**src/rtl/dh_shared_key.sv**
```systemverilog
// Diffie-Hellman shared key: key = r^x mod p, square-and-multiply over bit-serial modmul.
// Optional DH_EARLY_EXIT_EN: stop scanning once the remaining exponent is zero.
module dh_shared_key #(
  parameter int W   = 32,
  parameter int R_W = 4
) (
  input  logic           clk,
  input  logic           rst,
  input  logic [R_W-1:0] r,
  input  logic [W-1:0]   p,
  input  logic [W-1:0]   x,
  input  logic           st,
  output logic [W-1:0]   key,
  output logic           done,
  output logic           busy,
  output logic           err
);

  localparam int CW = $clog2(W);
  localparam logic [CW-1:0] LAST = CW'(W - 1);

  typedef enum logic [2:0] {
    IDLE,
    RED,
    MUL_R,
    SQR,
    FIN
  } state_t;

  state_t state, state_nx;

  logic [W-1:0]  r_q, p_q, e_q, res_q, base_q, acc_q;
  logic [CW-1:0] cnt_q, bit_q;
  logic          bad_q;

  logic [W-1:0]  op_a, op_b, e_sh, mm_res;
  logic [W+1:0]  p_ext, t0, t1, t2;
  logic          a_bit, mm_last, p_bad;
  logic          red_end, mul_end, sqr_end;

  assign e_sh    = e_q >> 1;
  assign mm_last = (cnt_q == LAST);
  assign p_bad   = (p_q < W'(2));
  assign busy    = (state != IDLE);

`ifdef DH_EARLY_EXIT_EN
  assign red_end = (e_q == '0);
  assign mul_end = (e_sh == '0);
  assign sqr_end = (e_sh == '0) || (bit_q == LAST);
`else
  assign red_end = 1'b0;
  assign mul_end = 1'b0;
  assign sqr_end = (bit_q == LAST);
`endif

  // Operand selection for the shared modmul engine, MSB-first over a.
  always_comb begin
    op_a = r_q;
    op_b = W'(1);
    unique case (state)
      MUL_R: begin
        op_a = res_q;
        op_b = base_q;
      end
      SQR: begin
        op_a = base_q;
        op_b = base_q;
      end
      default: ;
    endcase
    a_bit  = op_a[LAST - cnt_q];
    p_ext  = {2'b00, p_q};
    t0     = {1'b0, acc_q, 1'b0} + (a_bit ? {2'b00, op_b} : '0);
    t1     = (t0 >= p_ext) ? t0 - p_ext : t0;
    t2     = (t1 >= p_ext) ? t1 - p_ext : t1;
    mm_res = t2[W-1:0];
  end

  // State register.
  always_ff @(posedge clk or posedge rst) begin
    if (rst) state <= IDLE;
    else     state <= state_nx;
  end

  // Next state: exponent bits consumed with no dedicated scan cycle.
  always_comb begin
    state_nx = state;
    unique case (state)
      IDLE:
        if (st) state_nx = RED;
      RED:
        if (cnt_q == '0 && p_bad) state_nx = FIN;
        else if (mm_last) begin
          if (red_end)     state_nx = FIN;
          else if (e_q[0]) state_nx = MUL_R;
          else             state_nx = SQR;
        end
      MUL_R:
        if (mm_last) state_nx = mul_end ? FIN : SQR;
      SQR:
        if (mm_last) begin
          if (sqr_end)      state_nx = FIN;
          else if (e_sh[0]) state_nx = MUL_R;
          else              state_nx = SQR;
        end
      FIN:
        state_nx = IDLE;
      default:
        state_nx = IDLE;
    endcase
  end

  // Operand latch, modmul accumulation and result/handshake registers.
  always_ff @(posedge clk or posedge rst) begin
    if (rst) begin
      r_q    <= '0;
      p_q    <= '0;
      e_q    <= '0;
      res_q  <= '0;
      base_q <= '0;
      acc_q  <= '0;
      cnt_q  <= '0;
      bit_q  <= '0;
      bad_q  <= 1'b0;
      key    <= '0;
      done   <= 1'b0;
      err    <= 1'b0;
    end else begin
      done <= 1'b0;
      unique case (state)
        IDLE:
          if (st) begin
            r_q    <= {{(W-R_W){1'b0}}, r};
            p_q    <= p;
            e_q    <= x;
            res_q  <= W'(1);
            base_q <= '0;
            acc_q  <= '0;
            cnt_q  <= '0;
            bit_q  <= '0;
            bad_q  <= 1'b0;
            err    <= 1'b0;
          end
        FIN: begin
          key  <= bad_q ? '0 : res_q;
          err  <= bad_q;
          done <= 1'b1;
        end
        default:
          if (state == RED && cnt_q == '0 && p_bad) begin
            bad_q <= 1'b1;
          end else if (mm_last) begin
            acc_q <= '0;
            cnt_q <= '0;
            unique case (state)
              MUL_R: res_q <= mm_res;
              SQR: begin
                base_q <= mm_res;
                e_q    <= e_sh;
                bit_q  <= bit_q + 1'b1;
              end
              default: base_q <= mm_res;
            endcase
          end else begin
            acc_q <= mm_res;
            cnt_q <= cnt_q + 1'b1;
          end
      endcase
    end
  end

endmodule

```
**config.mk**
```make
export PLATFORM = sky130hd
export DESIGN_NAME = dh_shared_key
export DESIGN_NICKNAME = d
export VERILOG_FILES = /design/src/rtl/dh_shared_key.sv
export SDC_FILE = /design/constraint.sdc
export NUM_CORES = 1
export LEC_CHECK = 0
export CAP_MARGIN = 20
export CELL_PAD_IN_SITES_DETAIL_PLACEMENT = 0
export CELL_PAD_IN_SITES_GLOBAL_PLACEMENT = 1
export CORE_ASPECT_RATIO = 1.2
export CORE_MARGIN = 2
export CORE_UTILIZATION = 51
export CTS_BUF_LIST = sky130_fd_sc_hd__clkbuf_4
export CTS_CLUSTER_DIAMETER = 80
export DETAILED_ROUTE_END_ITERATION = 10
export PLACE_DENSITY_LB_ADDON = 0.1
export SETUP_SLACK_MARGIN = 0.4
export SLEW_MARGIN = 30
export SYNTH_ARGS = -nofsm -noshare
export SYNTH_HDL_FRONTEND = slang
export SYNTH_SLANG_ARGS = --single-unit
```
**constraint.sdc**
```tcl
create_clock -name clk -period 24.1 [get_ports clk]
set_input_delay 4.82 -clock clk [delete_from_list [all_inputs] [get_ports clk]]
set_output_delay 4.82 -clock clk [all_outputs]
set_load 0.01 [all_outputs]
```
==> impl_metrics.toml <==
[critical_path]
r2r-start = "state[2]"
crit_path_max_fanout = 47
start_kind = "flop"
cp.required_ns = 24.73
cp.arrival_ns = 12.75
crit_type = "reg2reg"
cp_slowest_cell = "dfrtp_1"
endpoint_kind = "flop"
crit_path_max_incr_delay_ns = 0.60
rr_endpoint = "res_q[29]"
r2r_slack_ns = 11.98
cp_top_family = "compound AO/OA/AOI/OAI gates"
cpMostUsedCell = "a31oi_1"
r2r_cells = 40
crit_buf_inv = 2

[timing]
finalMaxSlewViolations = 0
fmax_mhz = 82.53
worstMarginPinSlew_ns = 0.9997
hold_slack_ns = 0.4525
tns_ns = 0
rsz0062_at_grt = "false"
finalHoldViolCount = 0
fin_skew_ns = 0.08191
min_period_ns = 12.12
fin_crit_sh = 0.5028
slew-limit-headroom = 0.3274
setup_violations = 0

[yosys]
synth_ff_type = "dfrtp_1"
netlist_top_cells_area = "dfrtp_1 (36%), ha_1 (8.4%), nand2_1 (6.0%)"
synth.distinct_cells = 86
seq_area_frac_synth = 0.3556
syn_nets = 1898
async_reset_ff_frac = 1.000
synth_warnings = 0
synth_edf_count = 0
synth_area_um2 = 14920
syn_inst = 1724
synth.largest_area_cell = "dfrtp_1"
synth.avg_cell_area_um2 = 8.653
synth-seq-cells = 212
synth.top_cell.area_share = 0.3556

[clock_tree]
htree_levels = 2
clk_latency_ns = 0.77
cts_buffers = 55
cts_sinks = 212
cts_tree = "yes"
postCtsSetupBuffers = 0
cts_resized = 0
path_clk_slew_ns = 0.06
root_buffer = "clkbuf_4"
clockBufferDepth = 3
cts_hold_buf = 0

[detailed_routing]
drtIter0Drc = 1129
first_pass_iters = 5
routed_wl_um = 45120
routed-wl-met2_um = 20470
wl_met3_um = 2819
wl_per_cell_um = 20.34
drc = 0
maxUsedRoutingLayer = "met5"
viasPerCell = 6.034
num_vias = 13390
wl_met1_um = 20250
ant_nets = 0

[grt]
overflow = 0
grtUsageTotal = 0.2972
grt_start_max_net_pins = 108
grt_pass1_vias = 13087
grt_pass1_wl_um = 72020
grt_antenna_before_repair = 2

[floorplanning]
fp-row-count = 68
dieWidth_um = 160.1
core_um2 = 28760
die_h_um = 191.4
die_area_um2 = 30640
io_pins = 106
initial_core_util = 0.5188

[finish]
syn_to_final_growth_pct = 12.61
layout_common_cells = "nand2_1 (236), dfrtp_1 (212), o21ai_0 (144)"
nNetsFinal = 1977
final_common_cell = "nand2_1"
post-route-cell-area_um2 = 16800
drive_gt1_frac = 0.08843
finalNonFillerCells = 2219

[worst_hold_path]
hold_start = "e_q[29]"
hold_path.class = "reg2reg"
holdPathStages = 2
hold_end = "e_q[28]"

[placement]
placed_area_um2 = 16170
dp_cells = 2131
io_buffers = 105
hpwl_um = 33530
globalplace.congestion = 0.9647

[job]
cap_violations = 0

[status]
status = "finished, final reports clean"
==> metrics by stage <==
step	setup WS (ns)	utilization
3_3_place_gp	12.06	0.5618
3_5_place_dp	12.13	0.5622
5_1_grt	11.20	0.5842
4_1_cts	12.08	0.5837
2_1_floorplan	13.49	-
6_report	11.98	0.5842
==> layout make-up <==
type	instances	area [um^2]
Antenna cell	2	5.005
Sequential cell	212	5305
Clock inverter	10	48.80
Inverter	72	277.8
Clock buffer	76	570.5
Multi-Input combinational cell	1346	8977
Tap cell	385	481.7
Fill cell	2735	11960
Timing Repair Buffer	116	1134
==> cells in the mapped netlist, types with 23 or more instances <==
cell type,number
a21o_1,58
a21oi_1,85
and2_1,38
and3_1,28
clkbuf_1,72
dfrtp_1,212
ha_1,100
inv_1,71
mux2i_1,32
nand2_1,239
nand3_1,53
nand4_1,23
nor2_1,125
o21ai_0,144
o21ai_1,68
o22ai_1,33
xnor2_1,57
xor2_1,28
==> sequential cells by signal (all words and copies together) (netlist names) <==
| signal | flops |
|---|---|
| acc_q | 32 |
| bad_q | 1 |
| base_q | 32 |
| bit_q | 5 |
| cnt_q | 5 |
| done | 1 |
| e_q | 32 |
| err | 1 |
| key | 32 |
| p_q | 32 |
| r_q | 4 |
| res_q | 32 |
| state | 3 |
==> worst register-to-register path: cells and delay by family (launching register included) <==
kind | cells | cell delay, ns
xor+xnor | 1 | 0.26
simple gates | 8 | 2.55
fa+ha+maj | 4 | 1.27
compound gates | 23 | 5.37
buf+inv | 2 | 0.99
mux | 2 | 1.01
flops | 1 | 0.60
==> logic make-up after synthesis <==
family                   synth area share
adder cells (fa/ha/maj)           0.08790
multiplexers                      0.06047
AO/OA/AOI/OAI                      0.2222
AND/OR/NAND/NOR                    0.1770
flip-flops                         0.3556
buffers and inverters             0.04588
XOR/XNOR                          0.05099
==> layer usage <==
metal,vias to the layer above,track usage
met2,489,0.4764
met4,2,0.1033
met1,6448,0.4144
met3,106,0.04296
met5,-,0
li1,6345,-
==> how the worst max path moves through the flow <==
stage	startpoint	to	cells past startpoint
2_1_floorplan	rst	acc_q[0]	1
3_3_place_gp	state[2]	res_q[29]	40
3_5_place_dp	state[0]	acc_q[29]	41
4_1_cts	state[0]	res_q[29]	41
5_1_grt	state[2]	res_q[29]	40
6_report	state[2]	res_q[29]	40
Power is not shown: default switching activity piles up to over one toggle a cycle in this logic, so the estimate is an artifact.
